**config.mk**
```make
export PLATFORM = sky130hd
export DESIGN_NAME = exec_unit
export DESIGN_NICKNAME = d
export VERILOG_FILES = /design/src/rtl/exec_unit.sv
export SDC_FILE = /design/constraint.sdc
export NUM_CORES = 1
export LEC_CHECK = 0
export ABC_AREA = 1
export CORE_ASPECT_RATIO = 2
export CORE_UTILIZATION = 50
export CTS_CLUSTER_DIAMETER = 200
export CTS_CLUSTER_SIZE = 20
export DETAILED_ROUTE_END_ITERATION = 8
export GPL_TIMING_DRIVEN = 1
export PLACE_DENSITY = 0.71
export SLEW_MARGIN = 10
export SYNTH_ARGS = -nofsm -noshare
export SYNTH_HDL_FRONTEND = slang
export SYNTH_SLANG_ARGS = --single-unit
```
**constraint.sdc**
```tcl
create_clock -name clk -period 5.6 [get_ports clk]
set_input_delay 1.12 -clock clk [delete_from_list [all_inputs] [get_ports clk]]
set_output_delay 1.12 -clock clk [all_outputs]
set_load 0.05 [all_outputs]
```
**src/rtl/exec_unit.sv**
```systemverilog
// rtl/exec_unit.sv - multi-cycle execute stage: 1-cycle logic ops, iterative 16-step MUL/DIV
// Optional feature macro: EXEC_MOD_EN (opcode 110 = unsigned MOD)
module exec_unit #(
  parameter int WIDTH = 16,
  parameter int ITER  = 16
) (
  input  logic             clk,
  input  logic             reset,
  input  logic             start,
  input  logic [2:0]       opcode,
  input  logic [1:0]       dest_reg,
  input  logic [WIDTH-1:0] operand_a,
  input  logic [WIDTH-1:0] operand_b,
  output logic             busy,
  output logic             wb_enable,
  output logic [1:0]       wb_reg_num,
  output logic [WIDTH-1:0] wb_data,
  output logic             zero_flag,
  output logic             div_by_zero,
  output logic             illegal_op
);

  localparam int CW = (ITER > 1) ? $clog2(ITER) : 1;
  localparam logic [CW-1:0] LAST = CW'(ITER - 1);

  typedef enum logic [1:0] {IDLE, MUL, DIV} state_t;

  state_t           state;
  logic [CW-1:0]    count;
  logic [WIDTH-1:0] reg_a;   // MUL: shifted multiplicand, DIV: dividend shifting into quotient
  logic [WIDTH-1:0] reg_b;   // MUL: shifted multiplier, DIV: divisor
  logic [WIDTH-1:0] acc;     // MUL: partial product, DIV: partial remainder
`ifdef EXEC_MOD_EN
  logic             is_mod;
`endif

  logic             alu_valid;
  logic [WIDTH-1:0] alu_result;
  logic             is_div_op;
  logic             is_mod_op;
  logic [WIDTH-1:0] dz_result;
  logic [WIDTH-1:0] mul_acc_next;
  logic [WIDTH:0]   rem_shift;
  logic [WIDTH:0]   trial;
  logic [WIDTH-1:0] rem_next;
  logic [WIDTH-1:0] quot_next;
  logic [WIDTH-1:0] div_result;

  always_comb begin
    alu_valid  = 1'b1;
    alu_result = '0;
    case (opcode)
      3'b000:  alu_result = operand_a + operand_b;
      3'b001:  alu_result = operand_a - operand_b;
      3'b010:  alu_result = operand_a & operand_b;
      3'b011:  alu_result = operand_a | operand_b;
      default: alu_valid  = 1'b0;
    endcase
  end

  always_comb begin
`ifdef EXEC_MOD_EN
    is_mod_op = (opcode == 3'b110);
`else
    is_mod_op = 1'b0;
`endif
    is_div_op = (opcode == 3'b101) || is_mod_op;
    dz_result = is_mod_op ? operand_a : '1;
  end

  // Restoring division step: shift next dividend bit into remainder, subtract if it fits
  always_comb begin
    mul_acc_next = acc + (reg_b[0] ? reg_a : '0);
    rem_shift    = {acc, reg_a[WIDTH-1]};
    trial        = rem_shift - {1'b0, reg_b};
    rem_next     = trial[WIDTH] ? rem_shift[WIDTH-1:0] : trial[WIDTH-1:0];
    quot_next    = {reg_a[WIDTH-2:0], ~trial[WIDTH]};
`ifdef EXEC_MOD_EN
    div_result   = is_mod ? rem_next : quot_next;
`else
    div_result   = quot_next;
`endif
  end

  always_ff @(posedge clk) begin
    if (reset) begin
      state       <= IDLE;
      count       <= '0;
      reg_a       <= '0;
      reg_b       <= '0;
      acc         <= '0;
`ifdef EXEC_MOD_EN
      is_mod      <= 1'b0;
`endif
      busy        <= 1'b0;
      wb_enable   <= 1'b0;
      wb_reg_num  <= '0;
      wb_data     <= '0;
      zero_flag   <= 1'b0;
      div_by_zero <= 1'b0;
      illegal_op  <= 1'b0;
    end else begin
      wb_enable   <= 1'b0;
      div_by_zero <= 1'b0;
      illegal_op  <= 1'b0;
      case (state)
        IDLE: begin
          if (start) begin
            wb_reg_num <= dest_reg;
            if (alu_valid) begin
              wb_data   <= alu_result;
              zero_flag <= (alu_result == '0);
              wb_enable <= 1'b1;
            end else if (opcode == 3'b100) begin
              state <= MUL;
              busy  <= 1'b1;
              reg_a <= operand_a;
              reg_b <= operand_b;
              acc   <= '0;
              count <= '0;
            end else if (is_div_op) begin
              if (operand_b == '0) begin
                wb_data     <= dz_result;
                zero_flag   <= (dz_result == '0);
                wb_enable   <= 1'b1;
                div_by_zero <= 1'b1;
              end else begin
                state  <= DIV;
                busy   <= 1'b1;
                reg_a  <= operand_a;
                reg_b  <= operand_b;
                acc    <= '0;
                count  <= '0;
`ifdef EXEC_MOD_EN
                is_mod <= is_mod_op;
`endif
              end
            end else begin
              illegal_op <= 1'b1;
            end
          end
        end
        MUL: begin
          acc   <= mul_acc_next;
          reg_a <= reg_a << 1;
          reg_b <= reg_b >> 1;
          count <= count + CW'(1);
          if (count == LAST) begin
            state     <= IDLE;
            busy      <= 1'b0;
            count     <= '0;
            wb_data   <= mul_acc_next;
            zero_flag <= (mul_acc_next == '0);
            wb_enable <= 1'b1;
          end
        end
        DIV: begin
          acc   <= rem_next;
          reg_a <= quot_next;
          count <= count + CW'(1);
          if (count == LAST) begin
            state     <= IDLE;
            busy      <= 1'b0;
            count     <= '0;
            wb_data   <= div_result;
            zero_flag <= (div_result == '0);
            wb_enable <= 1'b1;
          end
        end
        default: begin
          state <= IDLE;
          busy  <= 1'b0;
        end
      endcase
    end
  end

endmodule

```
==> results of run 1 <==
==> cell usage in the layout (no fill, tap or decap), types with 2 or more instances in the layout <==
master,n
a211oi_1,2
a211oi_2,5
a21o_1,4
a21oi_1,122
a21oi_2,2
a31oi_1,8
buf_4,7
clkbuf_16,9
clkdlybuf4s50_1,62
clkinv_1,2
clkinv_2,2
clkinvlp_4,3
dfxtp_1,77
fa_1,3
ha_1,55
inv_1,170
inv_6,2
nand2_1,313
nand3_1,65
nand3b_1,4
nand4_1,13
nor2_1,90
nor2_2,2
nor3_1,14
nor3_2,2
nor4_1,4
o211ai_1,11
o21ai_0,117
o21ai_1,11
o21bai_1,2
o22ai_1,24
o31ai_1,3
or2_2,6
xnor2_1,9
xor2_1,18
==> registers in the layout (all words and copies together), names as in the netlist <==
signal and count:
acc 16, busy 1, count 4, div_by_zero 1, illegal_op 1, reg_a 16
reg_b 16, state 2, wb_data 16, wb_enable 1, wb_reg_num 2, zero_flag 1
==> power groups by stage <==
stage                     registers [mW]  clock network [mW]  logic (mW)
final                              0.594               0.572       0.590
after global routing               0.597               0.595       0.649
after CTS                          0.593               0.573       0.584
after detailed placement           0.605                   0       0.580
after global placement             0.605                   0       0.578
after floorplan                    0.652                   0       0.347
==> final cells by class <==
type / count / area share
Sequential cell: 77 / 0.186
Timing Repair Buffer: 69 / 0.0814
Clock inverter: 6 / 0.00545
Inverter: 173 / 0.0787
Clock buffer: 10 / 0.0289
Tap cell: 192 / 0.0291
Multi-Input combinational cell: 916 / 0.590
==> through the flow <==
stage | setup WS, ns | hold WS [ns] | cell area, sq um | std cells | total power, mW
2_1_floorplan | 1.93 | 0.448 | 7280 | 1209 | 0.999
3_3_place_gp | 0.705 | 0.462 | 7980 | 1427 | 1.18
3_5_place_dp | 0.737 | 0.468 | 7980 | 1427 | 1.19
4_1_cts | 1.05 | 0.475 | 8270 | 1443 | 1.75
5_1_grt | 0.691 | 0.506 | 8270 | 1443 | 1.84
6_report | 1.00 | 0.474 | 8270 | 1443 | 1.76
==> worst paths after layout <==
check / start / endpoint / slack [ns]
worst max-delay path: operand_b[0] / zero_flag$_SDFFE_PP0P_ / 1.00
worst min-delay path: count[2]$_SDFFE_PP0P_ / count[2]$_SDFFE_PP0P_ / 0.47
worst max register to register: reg_a[15]$_SDFFE_PP0P_ / wb_data[0]$_SDFFE_PP0P_ / 1.84
worst min register to register: count[2]$_SDFFE_PP0P_ / count[2]$_SDFFE_PP0P_ / 0.47
==> kinds of logic after synthesis <==
kind of cell | count (synthesis) | share of synthesized area
buffers and inverters | 216 | 0.119
and+or+nand+nor | 516 | 0.296
AOI/OAI and AO/OA | 315 | 0.238
xor gates and xnor gates | 27 | 0.0325
adders and majority gates | 58 | 0.103
DFF | 77 | 0.212
==> Yosys cell counts, types with 3 or more instances <==
cell	instances	share of area
o211ai_1	11	0.011
o21ai_0	117	0.080
a21oi_1	122	0.084
o31ai_1	3	0.0031
inv_1	170	0.088
o22ai_1	24	0.021
a21oi_2	3	0.0036
nor4_1	4	0.0034
or2_2	6	0.0052
nor3_1	14	0.0096
xor2_1	18	0.022
clkbuf_1	24	0.012
a211oi_2	5	0.0086
buf_2	11	0.0076
a31oi_1	8	0.0069
nand3_1	65	0.045
fa_1	3	0.0083
buf_6	5	0.0077
dfxtp_1	77	0.21
xnor2_1	9	0.011
nand2_1	313	0.16
nand3b_1	4	0.0041
a21o_1	4	0.0041
nand4_1	13	0.011
ha_1	55	0.095
nor2_1	90	0.046
o21ai_1	11	0.0076
==> worst reg2reg max path, delay by kind of cell, from the launching register on <==
kind | cells | cell delay (ns)
simple gates | 8 | 1.59
compound gates | 4 | 0.83
fa+ha+maj | 2 | 0.67
flops | 1 | 0.33
buf+inv | 3 | 0.27
==> per-layer routing <==
metal / part of all wire / GRT usage
met1: 0.35 / 0.351
met2: 0.52 / 0.644
met3: 0.043 / 0.0477
met4: 0.087 / 0.299
met5: 0 / 0
==> metrics.md, run 1 <==
| Metric | Value |
|---|---|
| Outcome | `finished clean` |
| FFs w/ async S/R, synth | `0` |
| Comb power frac | `0.336` |
| Share of layout cells above drive strength 1 | `0.0360` |
| Fmax | `between 200 and 250 MHz` |
| Clock group share of total power | `0.326` |
| Number of buffers inserted during clock tree synthesis | `9` |
| Detailed Place HPWL | `about 21,000 microns` |
| Gpl congestion | `1.01` |
| H-Tree Level Count | `3` |
| Count of antenna diodes in the layout | `0` |
| Switching Fraction | `0.383` |
| Syn. warnings | `0` |
| Type of the worst min-delay path | `reg2reg` |
| Worst setup SP type | `input pin` |
| Count of TritonRoute iterations in the first routing pass | `5` |
| Clock tree from TritonCTS | `done` |
| CTS clk-pin slew, worst paths | `around 0.06 ns` |
| Horizontal extent of the die | `87.3 microns` |
| Number of buffer and inverter instances along the worst setup path | `4` |
| Core Footprint | `between 10,000 and 15,000 sq um` |
| Flops & latches, synth | `slightly below 80` |
| Final critical path time including I/O delays and setup | `approximately 4.6 ns` |
| Cell repeated most along the worst path | `nand2_1` |
| Worst hold path cell count | `2` |
| Initial drt markers | `between 400 and 500` |
| Avg Cell Area, Syn | `6.02 sq um` |
| Required time of the critical path | `just under 6 ns` |
| Leakage power of the design | `between 3 and 4 nW` |
| Critical path data arrival time | `slightly below 5 ns` |
| Number of global-route vias before repair | `8,249` |
| Final setup violation count | `0` |
| Gate count after technology mapping | `1,209` |
| Total I/O pin count | `63` |
| Number of violations of the max-capacitance limit | `0` |
| Clock insertion delay at the later pin of the skew report | `0.35 ns` |
| Number of remaining DRC errors | `0` |
| Number of fill cells | `roughly 1,600` |
| Top cell family by delay on the critical path | `simple AND/OR/NAND/NOR gates` |
| IO buf count | `62` |
| Utilization of the core after routing | `0.579` |
| Vert. Die Dim | `173 microns` |
| Initial antenna violation count | `0` |
| Average vias per placed instance | `approximately 5.7` |
| CP Class | `in2reg` |
| Tightest Pin Transition | `~1.2 ns` |
| Unique masters post-synth | `42` |
| Share of synthesized area occupied by flip-flops and latches | `0.212` |
| Sequential power share | `0.338` |
| Worst slew margin relative to its limit | `0.214` |
| Clock tree root driver cell | `clkbuf_16` |
| Effective utilization at floorplan | `0.510` |
| Number of hold violations in the final report | `0` |
| Area of combinational cells with multiple inputs | `slightly below 5000 sq um` |
| Final wirelength | `between 20,000 and 30,000 microns` |
| Cell area after technology mapping | `7280 sq um` |
| RSZ-0062 raised after global routing | `false` |
| Post-cts resize count | `0` |
| Total power density per cell area | `about 210 nW/um^2` |
| Number of enable-type register cells in the synthesized netlist | `0` |
| Worst vdd ir | `between 0.15 and 0.2 mV` |
| Die Footprint | `about 15,000 sq um` |
| Clk_skew | `0.00809 ns` |
| Slowest stage cell on the critical path | `clkdlybuf4s50_1` |
| Net load switching power | `around 0.67 mW` |
| Number of placement rows | `between 60 and 70` |
| Peak fanout along the critical path | `4` |
| Setup TNS | `0 ns` |
| Cell internal pwr | `between 1 and 1.5 mW` |
| Routed wire length per instance | `18.0 microns` |
| Number of stages on the worst setup path | `25` |
| Antenna-violating nets left | `0` |
| Number of clock sinks | `77` |
| Pins over their slew limit | `0` |
| Most used DFF post-synth | `dfxtp_1` |
| GRT Util Overall | `0.360` |
| Reg2reg path depth | `17` |
| Nets | `approximately 1,300` |
| Wire length of the first global-routing pass | `41,200 microns` |
| Largest stage delay, worst path | `around 0.47 ns` |
| Type of element capturing the critical path | `flip-flop` |
| Total area of sequential cells | `approximately 1500 sq um` |
| Hold-fix buffers at CTS | `0` |
| Net count after synthesis | `1,307` |
| Largest net degree at the start of global routing | `46` |
| Area delta synth->final | `13.6%` |
| Number of buffers inserted to repair setup after CTS | `0` |
| Period Utilization, post-route | `0.821` |
| Largest buffer count on any clock path | `2` |
| Total overflow reported by the global router | `0` |
| Via count | `between 8,000 and 9,000` |
(Power assumes the default switching activity.)
==> inputs of run 2 (changes only) <==
--- a/config.mk
+++ b/config.mk
@@ -12,7 +12,7 @@
 export CTS_CLUSTER_SIZE = 20
 export DETAILED_ROUTE_END_ITERATION = 8
 export GPL_TIMING_DRIVEN = 1
-export PLACE_DENSITY = 0.71
+export PLACE_DENSITY = 0.73
 export SLEW_MARGIN = 10
 export SYNTH_ARGS = -nofsm -noshare
 export SYNTH_HDL_FRONTEND = slang
==> constraint.sdc (replaced) <==
create_clock -name clk -period 3.9 [get_ports clk]
set_input_delay 0.78 -clock clk [delete_from_list [all_inputs] [get_ports clk]]
set_output_delay 0.78 -clock clk [all_outputs]
set_load 0.05 [all_outputs]
==> metrics.md, run 2 (synthesis results as in run 1) <==
| Metric | Value |
|---|---|
| Tightest Pin Transition | `0.748 ns (-0.429 ns)` |
| Slack of the critical path | `0.209 ns (-0.795 ns)` |
| Total I/O pin count | `63 (unchanged)` |
| Period Utilization, post-route | `0.946` |
| Type of the worst min-delay path | `reg2reg` |
| IO buf count | `62 (unchanged)` |
| Final critical path time including I/O delays and setup | `~3.7 ns` |
| Number of buffers inserted during clock tree synthesis | `9 (unchanged)` |
| Number of global-route vias before repair | `8,424 (+2.1%)` |
| Gpl congestion | `1.03 (+2.1%)` |
| Critical path data arrival time | `3.92 ns (-0.98 ns)` |
| Slowest stage cell on the critical path | `clkdlybuf4s50_1` |
| Worst vdd ir | `0.310 mV (+92%)` |
| Via count | `8,582 (+3.6%)` |
| Area of combinational cells with multiple inputs | `4960 sq um (+1.6%)` |
| Clock insertion delay at the later pin of the skew report | `0.36 ns (about the same)` |
| Worst slew margin relative to its limit | `0.496 (+0.282)` |
| Peak fanout along the critical path | `3 (-1)` |
| CP Class | `in2reg` |
| Core Footprint | `14,300 sq um (unchanged)` |
| Effective utilization at floorplan | `0.510 (unchanged)` |
| Required time of the critical path | `4.13 ns (-1.77 ns)` |
| List of cells traversed by the critical path | `clkdlybuf4s50_1 > nor3_2 > nand2_1 > nor3_2 > nand2_2 > o31ai_4 > xor2_1 > ha_1 > nand2_2 > nor2_4 > nand4_1 > a21oi_1 > o21ai_0 > buf_4 > buf_4 > o22ai_2 > a21oi_1` |
| Initial antenna violation count | `0 (unchanged)` |
| Final wirelength | `28,000 microns (+8.0%)` |
| Average vias per placed instance | `5.67 (-1.2%)` |
| Number of violations of the max-capacitance limit | `0 (unchanged)` |
| Total area of sequential cells | `1540 sq um (unchanged)` |
| Post-route insts no fill | `1,514 (+4.9%)` |
| Die Footprint | `15,100 sq um (unchanged)` |
| Number of instances in the placed design | `1,496 (+4.8%)` |
| GRT Util Overall | `0.384 (+0.0248)` |
| Initial drt markers | `610 (+24%)` |
| Most common cell after layout, fill and taps aside | `nand2_1` |
| Nets | `1,415 (+5.3%)` |
| Clk_skew | `0.0167 ns (+0.00864 ns)` |
| Launch point of the critical path | `operand_b[2]` |
| Routed wire length per instance | `18.5 microns (+2.9%)` |
| Largest stage delay, worst path | `0.47 ns (about the same)` |
| Final setup violation count | `0 (unchanged)` |
| CTS clk-pin slew, worst paths | `0.06 ns (about the same)` |
| Antenna-violating nets left | `0 (unchanged)` |
| Number of remaining DRC errors | `0 (unchanged)` |
| Number of placement rows | `62 (unchanged)` |
| Origin of the critical flop-to-flop path | `reg_a[15]$_SDFFE_PP0P_` |
| Min-Delay Startpoint | `count[2]$_SDFFE_PP0P_` |
| Commonest cells after routing, fill and taps aside | `nand2_1, inv_1, a21oi_1, o21ai_0, nor2_1` |
| Setup TNS | `0 ns (unchanged)` |
| Number of clock sinks | `77 (unchanged)` |
| RSZ-0062 raised after global routing | `false` |
| Type of element capturing the critical path | `flip-flop` |
| Pins over their slew limit | `0 (unchanged)` |
| Horizontal extent of the die | `87.3 microns (unchanged)` |
| Total overflow reported by the global router | `0 (unchanged)` |
| Hold WS | `0.481 ns (+0.00748 ns)` |
| Total power density per cell area | `301 nW/um^2 (+42%)` |
| Count of TritonRoute iterations in the first routing pass | `5 (unchanged)` |
| Utilization of the core after routing | `0.625 (+0.0456)` |
| Share of layout cells above drive strength 1 | `0.101 (+0.0654)` |
| Worst setup SP type | `input pin` |
| Count of antenna diodes in the layout | `0 (unchanged)` |
| Clock tree from TritonCTS | `done` |
| Wire length of the first global-routing pass | `43,400 microns (+5.2%)` |
| H-Tree Level Count | `3 (unchanged)` |
| Clock tree root driver cell | `clkbuf_16` |
| Detailed Place HPWL | `22,600 microns (+8.0%)` |
| Largest net degree at the start of global routing | `57 (+24%)` |
| Largest buffer count on any clock path | `2 (unchanged)` |
| Fmax | `roughly 270 MHz` |
| Vert. Die Dim | `173 microns (unchanged)` |
| Pre-CTS setup slack | `-0.306 ns (-1.04 ns)` |
| Area delta synth->final | `22.5%` |
| Number of hold violations in the final report | `0 (unchanged)` |
| Leakage power of the design | `4.33 nW (+10%)` |
| Number of fill cells | `1,462 (-6.3%)` |
| Outcome | `finished clean` |
[run 2: cell count changes in the layout (fill, tap and decap cells not counted), sizes merged]
cell,delta
buf,+71
clkdlybuf4s50,-2
dlymetal6s2s,+2
bufinv,+1
clkbuf,+1
clkinvlp,-1
inv,-1
[run 2: power by group]
part | internal, mW | leakage [nW] | switching (mW)
Combinational | 0.372 | 3.57 | 0.618
Clock | 0.497 | 0.136 | 0.344
Sequential | 0.829 | 0.629 | 0.0247
Total | 1.70 | 4.33 | 0.987
[run 2: worst max-delay path: cells and delay by family]
kind	cells	cell delay, ns
simple gates	7	1.14
xor+xnor	1	0.10
compound gates	5	0.76
buf+inv	3	0.74
fa+ha+maj	1	0.36
[run 2: repair_timing]
action,CTS,global route
resized for setup,0,29
hold buffers,0,0
endpoints found under the setup margin,0,8
buffers inserted,0,2
[run 2: final timing paths]
path	endpoint	slack, ns	cells past startpoint
worst min-delay path	count[2]$_SDFFE_PP0P_	0.48	2
worst min register to register	count[2]$_SDFFE_PP0P_	0.48	2
worst max-delay path	wb_data[13]$_SDFFE_PP0P_	0.21	17
worst max register to register	acc[13]$_SDFFE_PP0P_	0.36	17
[run 2: layer usage]
metal | wire length (microns) | vias to the layer above | track usage
met3 | 1390 | 137 | 0.0759
met4 | 2700 | 0 | 0.331
met2 | 14400 | 316 | 0.678
li1 | - | 4215 | -
met5 | 0 | - | 0
met1 | 9530 | 3914 | 0.364
[run 2: cell type report]
cell class                      instances  share of cell area
Timing Repair Buffer                  140               0.139
Inverter                              173              0.0730
Clock buffer                           11              0.0261
Tap cell                              192              0.0269
Clock inverter                          5             0.00659
Sequential cell                        77               0.173
Multi-Input combinational cell        916               0.556
[run 2: stage by stage]
| step | total power [mW] | cell area, sq um |
|---|---|---|
| final | 2.69 | 8920 |
| after global routing | 2.81 | 8920 |
| after CTS | 2.64 | 8820 |
| after detailed placement | 1.82 | 8530 |
| after global placement | 1.81 | 8530 |
| after floorplan | 1.43 | 7280 |
